File: src/rtl/fetch_queue_if.sv
// Fetch-to-decode handshake bundle for the instruction fetch queue.
// master = fetch/decode side driving the queue, slave = the queue itself.
interface fetch_queue_if #(
    parameter int DEPTH = 4
);
    localparam int PTR_W = $clog2(DEPTH);

    logic             if_valid;
    logic [31:0]      if_pc;
    logic [31:0]      if_inst;
    logic             if_ready;
    logic             pc_stall;
    logic             flush;
    logic             id_valid;
    logic [31:0]      id_pc;
    logic [31:0]      id_inst;
    logic             id_ready;
    logic [PTR_W:0]   occupancy;

    modport master (
        output if_valid, if_pc, if_inst, flush, id_ready,
        input  if_ready, pc_stall, id_valid, id_pc, id_inst, occupancy
    );

    modport slave (
        input  if_valid, if_pc, if_inst, flush, id_ready,
        output if_ready, pc_stall, id_valid, id_pc, id_inst, occupancy
    );
endinterface

File: src/rtl/fetch_queue.sv
// In-order instruction fetch queue: DEPTH-entry circular buffer of {pc, inst}
// with valid/ready on both sides, PC stall when full and single-cycle flush.
module fetch_queue #(
    parameter int DEPTH = 4
) (
    input  logic          clk,
    input  logic          rst,
    fetch_queue_if.slave  fq
);
    localparam int PTR_W = $clog2(DEPTH);
    localparam logic [PTR_W:0] FULL_CNT = (PTR_W + 1)'(DEPTH);

    // Handshake: a transfer happens on an edge where valid and ready are both
    // high; flush cancels any transfer offered in the same cycle.
    logic [63:0]      mem_q [DEPTH];
    logic [PTR_W-1:0] wr_ptr_q, wr_ptr_d;
    logic [PTR_W-1:0] rd_ptr_q, rd_ptr_d;
    logic [PTR_W:0]   count_q, count_d;
    logic             push, pop;
    logic             not_full, not_empty;

    assign not_full  = (count_q != FULL_CNT);
    assign not_empty = (count_q != '0);
    assign push      = fq.if_valid & not_full & ~fq.flush;
    assign pop       = not_empty & fq.id_ready & ~fq.flush;

    always_comb begin
        wr_ptr_d = wr_ptr_q;
        rd_ptr_d = rd_ptr_q;
        count_d  = count_q;
        if (fq.flush) begin
            wr_ptr_d = '0;
            rd_ptr_d = '0;
            count_d  = '0;
        end else begin
            if (push) begin
                wr_ptr_d = wr_ptr_q + 1'b1;
            end
            if (pop) begin
                rd_ptr_d = rd_ptr_q + 1'b1;
            end
            if (push && !pop) begin
                count_d = count_q + 1'b1;
            end else if (pop && !push) begin
                count_d = count_q - 1'b1;
            end
        end
    end

    always_ff @(posedge clk) begin
        if (rst) begin
            wr_ptr_q <= '0;
            rd_ptr_q <= '0;
            count_q  <= '0;
        end else begin
            wr_ptr_q <= wr_ptr_d;
            rd_ptr_q <= rd_ptr_d;
            count_q  <= count_d;
        end
    end

    // Entry data is never cleared; validity is tracked by count alone.
    always_ff @(posedge clk) begin
        if (!rst && push) begin
            mem_q[wr_ptr_q] <= {fq.if_pc, fq.if_inst};
        end
    end

    assign fq.if_ready  = not_full;
    assign fq.pc_stall  = ~not_full;
    assign fq.id_valid  = not_empty;
    assign fq.id_pc     = not_empty ? mem_q[rd_ptr_q][63:32] : 32'h0;
    assign fq.id_inst   = not_empty ? mem_q[rd_ptr_q][31:0]  : 32'h0;
    assign fq.occupancy = count_q;
endmodule

File: src/flat_wrapper.sv
// flat-port wrapper written by rule: the top's interface ports become plain ports
module fetch_queue_flat 
#(
    parameter int DEPTH = 4
)
  (clk, rst, fq_if_valid, fq_if_pc, fq_if_inst, fq_flush, fq_id_ready, fq_if_ready, fq_pc_stall, fq_id_valid, fq_id_pc, fq_id_inst, fq_occupancy);
  fetch_queue_if #(.DEPTH(DEPTH)) fq_i ();
  input  logic clk;
  input  logic rst;
  input wire logic [$bits(fq_i.if_valid)-1:0] fq_if_valid;
  input wire logic [$bits(fq_i.if_pc)-1:0] fq_if_pc;
  input wire logic [$bits(fq_i.if_inst)-1:0] fq_if_inst;
  input wire logic [$bits(fq_i.flush)-1:0] fq_flush;
  input wire logic [$bits(fq_i.id_ready)-1:0] fq_id_ready;
  output wire logic [$bits(fq_i.if_ready)-1:0] fq_if_ready;
  output wire logic [$bits(fq_i.pc_stall)-1:0] fq_pc_stall;
  output wire logic [$bits(fq_i.id_valid)-1:0] fq_id_valid;
  output wire logic [$bits(fq_i.id_pc)-1:0] fq_id_pc;
  output wire logic [$bits(fq_i.id_inst)-1:0] fq_id_inst;
  output wire logic [$bits(fq_i.occupancy)-1:0] fq_occupancy;
  assign fq_i.if_valid = fq_if_valid;
  assign fq_i.if_pc = fq_if_pc;
  assign fq_i.if_inst = fq_if_inst;
  assign fq_i.flush = fq_flush;
  assign fq_i.id_ready = fq_id_ready;
  assign fq_if_ready = fq_i.if_ready;
  assign fq_pc_stall = fq_i.pc_stall;
  assign fq_id_valid = fq_i.id_valid;
  assign fq_id_pc = fq_i.id_pc;
  assign fq_id_inst = fq_i.id_inst;
  assign fq_occupancy = fq_i.occupancy;
  fetch_queue #(.DEPTH(DEPTH)) u_core (.clk(clk), .rst(rst), .fq(fq_i));
endmodule
File: config.mk
export PLATFORM = sky130hd
export DESIGN_NAME = fetch_queue_flat
export DESIGN_NICKNAME = d
export VERILOG_FILES = /design/src/rtl/fetch_queue_if.sv /design/src/rtl/fetch_queue.sv /design/src/flat_wrapper.sv
export SDC_FILE = /design/constraint.sdc
export NUM_CORES = 1
export LEC_CHECK = 0
export BUFFER_PORTS_ARGS = -buffer_cell sky130_fd_sc_hd__buf_2
export CAP_MARGIN = 5
export CORE_ASPECT_RATIO = 0.7
export CORE_MARGIN = 2
export CORE_UTILIZATION = 37
export DETAILED_ROUTE_END_ITERATION = 12
export GPL_TIMING_DRIVEN = 0
export PLACE_DENSITY = 0.6
export SLEW_MARGIN = 10
export SYNTH_ARGS = -nofsm -noshare
export SYNTH_HDL_FRONTEND = slang
export SYNTH_SLANG_ARGS = --single-unit
File: constraint.sdc
create_clock -name clk -period 6.5 [get_ports clk]
set_input_delay 0.65 -clock clk [delete_from_list [all_inputs] [get_ports clk]]
set_output_delay 0.65 -clock clk [all_outputs]
set_load 0.05 [all_outputs]
==> flow_metrics.py <==
metrics = {
    "outcome": {
        "status": "finished, final reports clean",
    },
    "global_routing": {
        "grt_pass1_wl_um": 30000,
        "grt_antenna_before_repair": 2,
        "grt_max_degree": 15,
        "grt_usage": 0.136,
        "grt_pass1_vias": 5359,
        "grt_overflow": 0,
    },
    "yosys": {
        "ys.flop_type": "edfxtp_1",
        "syn-instance-count": 459,
        "ys_seq_elements": 265,
        "ys_warn_count": 0,
        "yosysMostFrequentCell": "edfxtp_1",
        "synth_fp_nets": 534,
        "synth_top_area_cell": "edfxtp_1",
        "synth-seq-area-share": 0.769,
        "syn_avg_cell_area_um2": 22.3,
        "yosysTopAreaCellShare": 0.751,
        "ys_top_cells_by_count": "256 x edfxtp_1, 64 x and2_1, 60 x mux4_2",
        "async_flop_share": 0,
        "synth_edf_count": 256,
        "netlist_top_cells_area": "edfxtp_1 75%, mux4_2 13%, and2_1 3.9%, dfxtp_1 1.8%, buf_12 1.2%",
        "synth.distinct_cells": 29,
        "syn_area_um2": 10200,
    },
    "worst_setup_path": {
        "critical_path_class": "register to output port",
        "crit_path_max_incr_delay_ps": 540,
        "cp_cell_sequence": "or3_1, clkbuf_1, clkbuf_1, and2_1, buf_2",
        "rr_worst_depth": 8,
        "rr_endpoint": "u_core.mem_q[1][20]",
        "slowest_stage": "clkbuf_1",
        "cp_max_fo": 10,
        "crit_path_frequent_cell": "clkbuf_1",
        "endpoint_kind": "output port",
        "worstPathArrival_ps": 2650,
        "crit_required_ps": 5850,
        "r2r_start": "u_core.fq.occupancy[0]",
        "cp-start-kind": "register",
        "timing.reg2reg.setup_slack_ps": 3550,
    },
    "pwr": {
        "p_leak_nw": 4.37,
        "p_int_mw": 2.80,
        "p_total_mw": 3.61,
        "combPwrFrac": 0.083,
        "powerDensity_nw_per_um2": 288,
        "p_sw_frac": 0.223,
        "ir_drop_v": 0.000219,
        "p_seq_frac": 0.525,
        "p_clk_frac": 0.392,
        "power_switching_mw": 0.805,
    },
    "route": {
        "vias": 4996,
        "drt_pre_antenna_iters": 6,
        "drc_errors": 0,
        "ant_nets": 0,
        "via_per_inst": 4.80,
        "wirelength_um": 19800,
        "first_iter_violations": 225,
        "wl_per_cell_um": 19.0,
    },
    "timing": {
        "slew_viol_final": 0,
        "final.setup.worst_slack_ps": 3200,
        "max_freq_ghz": 0.303,
        "timing.slew.headroom": 0.413,
        "tightestPinTransition_ps": 877,
        "finalCriticalPeriod_ps": 3300,
        "hold_viol_final": 0,
        "finClkSkew_ps": 15.5,
        "finalCritPeriodShare": 0.508,
        "final-setup-viol-count": 0,
        "rsz0062_at_grt": "no",
    },
    "cts": {
        "cts.repair.resized": 0,
        "cts_sinks": 265,
        "h-tree-depth": 1,
        "clk_latency_ps": 520,
        "cts_tree": "yes",
        "ctsHoldBuffers": 0,
        "cts_buffers": 26,
        "root_buffer": "clkbuf_16",
        "post_cts_buffers": 0,
        "clock_path_buffers": 3,
        "path_clk_slew_ps": 60,
    },
    "finish": {
        "area_growth_pct": 22.3,
        "drive_gt1_frac": 0.425,
        "fin_nets": 732,
        "fin_area_um2": 12500,
        "final_core_util": 0.464,
        "fill_cells": 2305,
    },
    "worst_hold_path": {
        "hold_end": "u_core.mem_q[2][43]",
        "hold_start": "fq_if_pc[11]",
        "min_path_cells": 1,
        "hp-class": "primary input to register",
    },
    "place": {
        "dp_slack_ps": 3380,
        "place_area_um2": 11700,
        "io_buffers": 138,
        "dp_hpwl_um": 13900,
        "gp_congestion": 0.709,
    },
    "floorplanning": {
        "die_y_um": 143,
        "start_util": 0.379,
        "core_um2": 27000,
        "ioPinCount": 139,
        "die_area_um2": 29000,
        "die_w_um": 203,
        "core.rowCount": 50,
    },
    "run": {
        "drv_cap": 0,
    },
}
sequential cells by signal, summed over array words and instances (netlist names), named ones only:
| register | count |
|---|---|
| u_core.rd_ptr_q | 2 |
| u_core.mem_q | 256 |
| u_core.wr_ptr_q | 2 |
| u_core.fq.occupancy | 3 |
power by group through the flow:
stage	logic (mW)	registers, mW	clock network [mW]
after floorplan	0.198	1.94	0
after global placement	0.292	1.94	0
after detailed placement	0.303	1.93	0
after CTS	0.304	1.90	1.45
after global routing	0.319	1.90	1.52
final	0.298	1.90	1.41
worst max-delay path by stage:
stage,start,to,slack (ps),depth (start not counted)
floorplan,u_core.fq.occupancy[0],u_core.mem_q[0][0],-500,4
global placement,fq_flush,u_core.mem_q[2][16],-3910,4
detailed placement,fq_flush,u_core.mem_q[1][16],3380,8
CTS,u_core.fq.occupancy[0],fq_id_inst[27],3020,5
global route,u_core.fq.occupancy[0],fq_id_inst[27],2900,5
finish,u_core.fq.occupancy[0],fq_id_pc[13],3200,5
area by class of cell:
type / count / area, µm² / share of cell area
antenna: 1 / 2.50 / 0.000200
buffer: 23 / 200 / 0.0160
clock buffer: 36 / 729 / 0.0583
clock inverter: 10 / 78.8 / 0.00630
inverter: 5 / 18.8 / 0.00150
multi-input combinational: 166 / 2160 / 0.173
sequential: 265 / 7870 / 0.629
tap: 364 / 455 / 0.0364
timing repair buffer: 170 / 991 / 0.0792
cells by family (layout without fill, tap and decap cells):
kind of cell | count (synthesis) | after routing | share of synthesized area
compound gates | 6 | 6 | 0.00379
fa+ha+maj | 6 | 6 | 0.00807
other cells | 0 | 1 | 0
mux | 66 | 66 | 0.144
simple gates | 84 | 84 | 0.0500
xor+xnor | 4 | 4 | 0.00342
flops | 265 | 265 | 0.769
buf+inv | 28 | 244 | 0.0214
cell usage in the layout (no fill, tap or decap), drive strengths merged, types with 3 or more instances in the layout:
cell    netlist  routed
inv           5       5
mux4         64      64
nor3b         4       4
nor2          6       6
buf          13     183
dfxtp         9       9
and2         64      64
xor2          4       4
clkinv        0       9
clkbuf       10      46
edfxtp      256     256
nand2         3       3
ha            5       5
metrics by stage:
step | instances | hold slack (ps) | setup TNS [ps]
finish | 1040 | 340 | 0
global route | 1039 | 327 | 0
CTS | 1039 | 314 | 0
detailed placement | 993 | 517 | 0
global placement | 961 | 481 | -989000
floorplan | 459 | 471 | -124420
worst max-delay path: cells and delay by family (launching register included):
kind	cells	cell delay [ps]
flops	1	470
simple gates	2	420
buf+inv	3	1240
metal layers:
metal  vias to the layer above  GRT usage  wire length (µm)
met2                       129      0.234              9690
met1                      2576      0.178              8700
met3                        28     0.0276               943
met4                         2     0.0311               416
met5                         -          0                 7
li1                       2261          -                 -
Note: power is estimated with default switching activity, not from simulation.
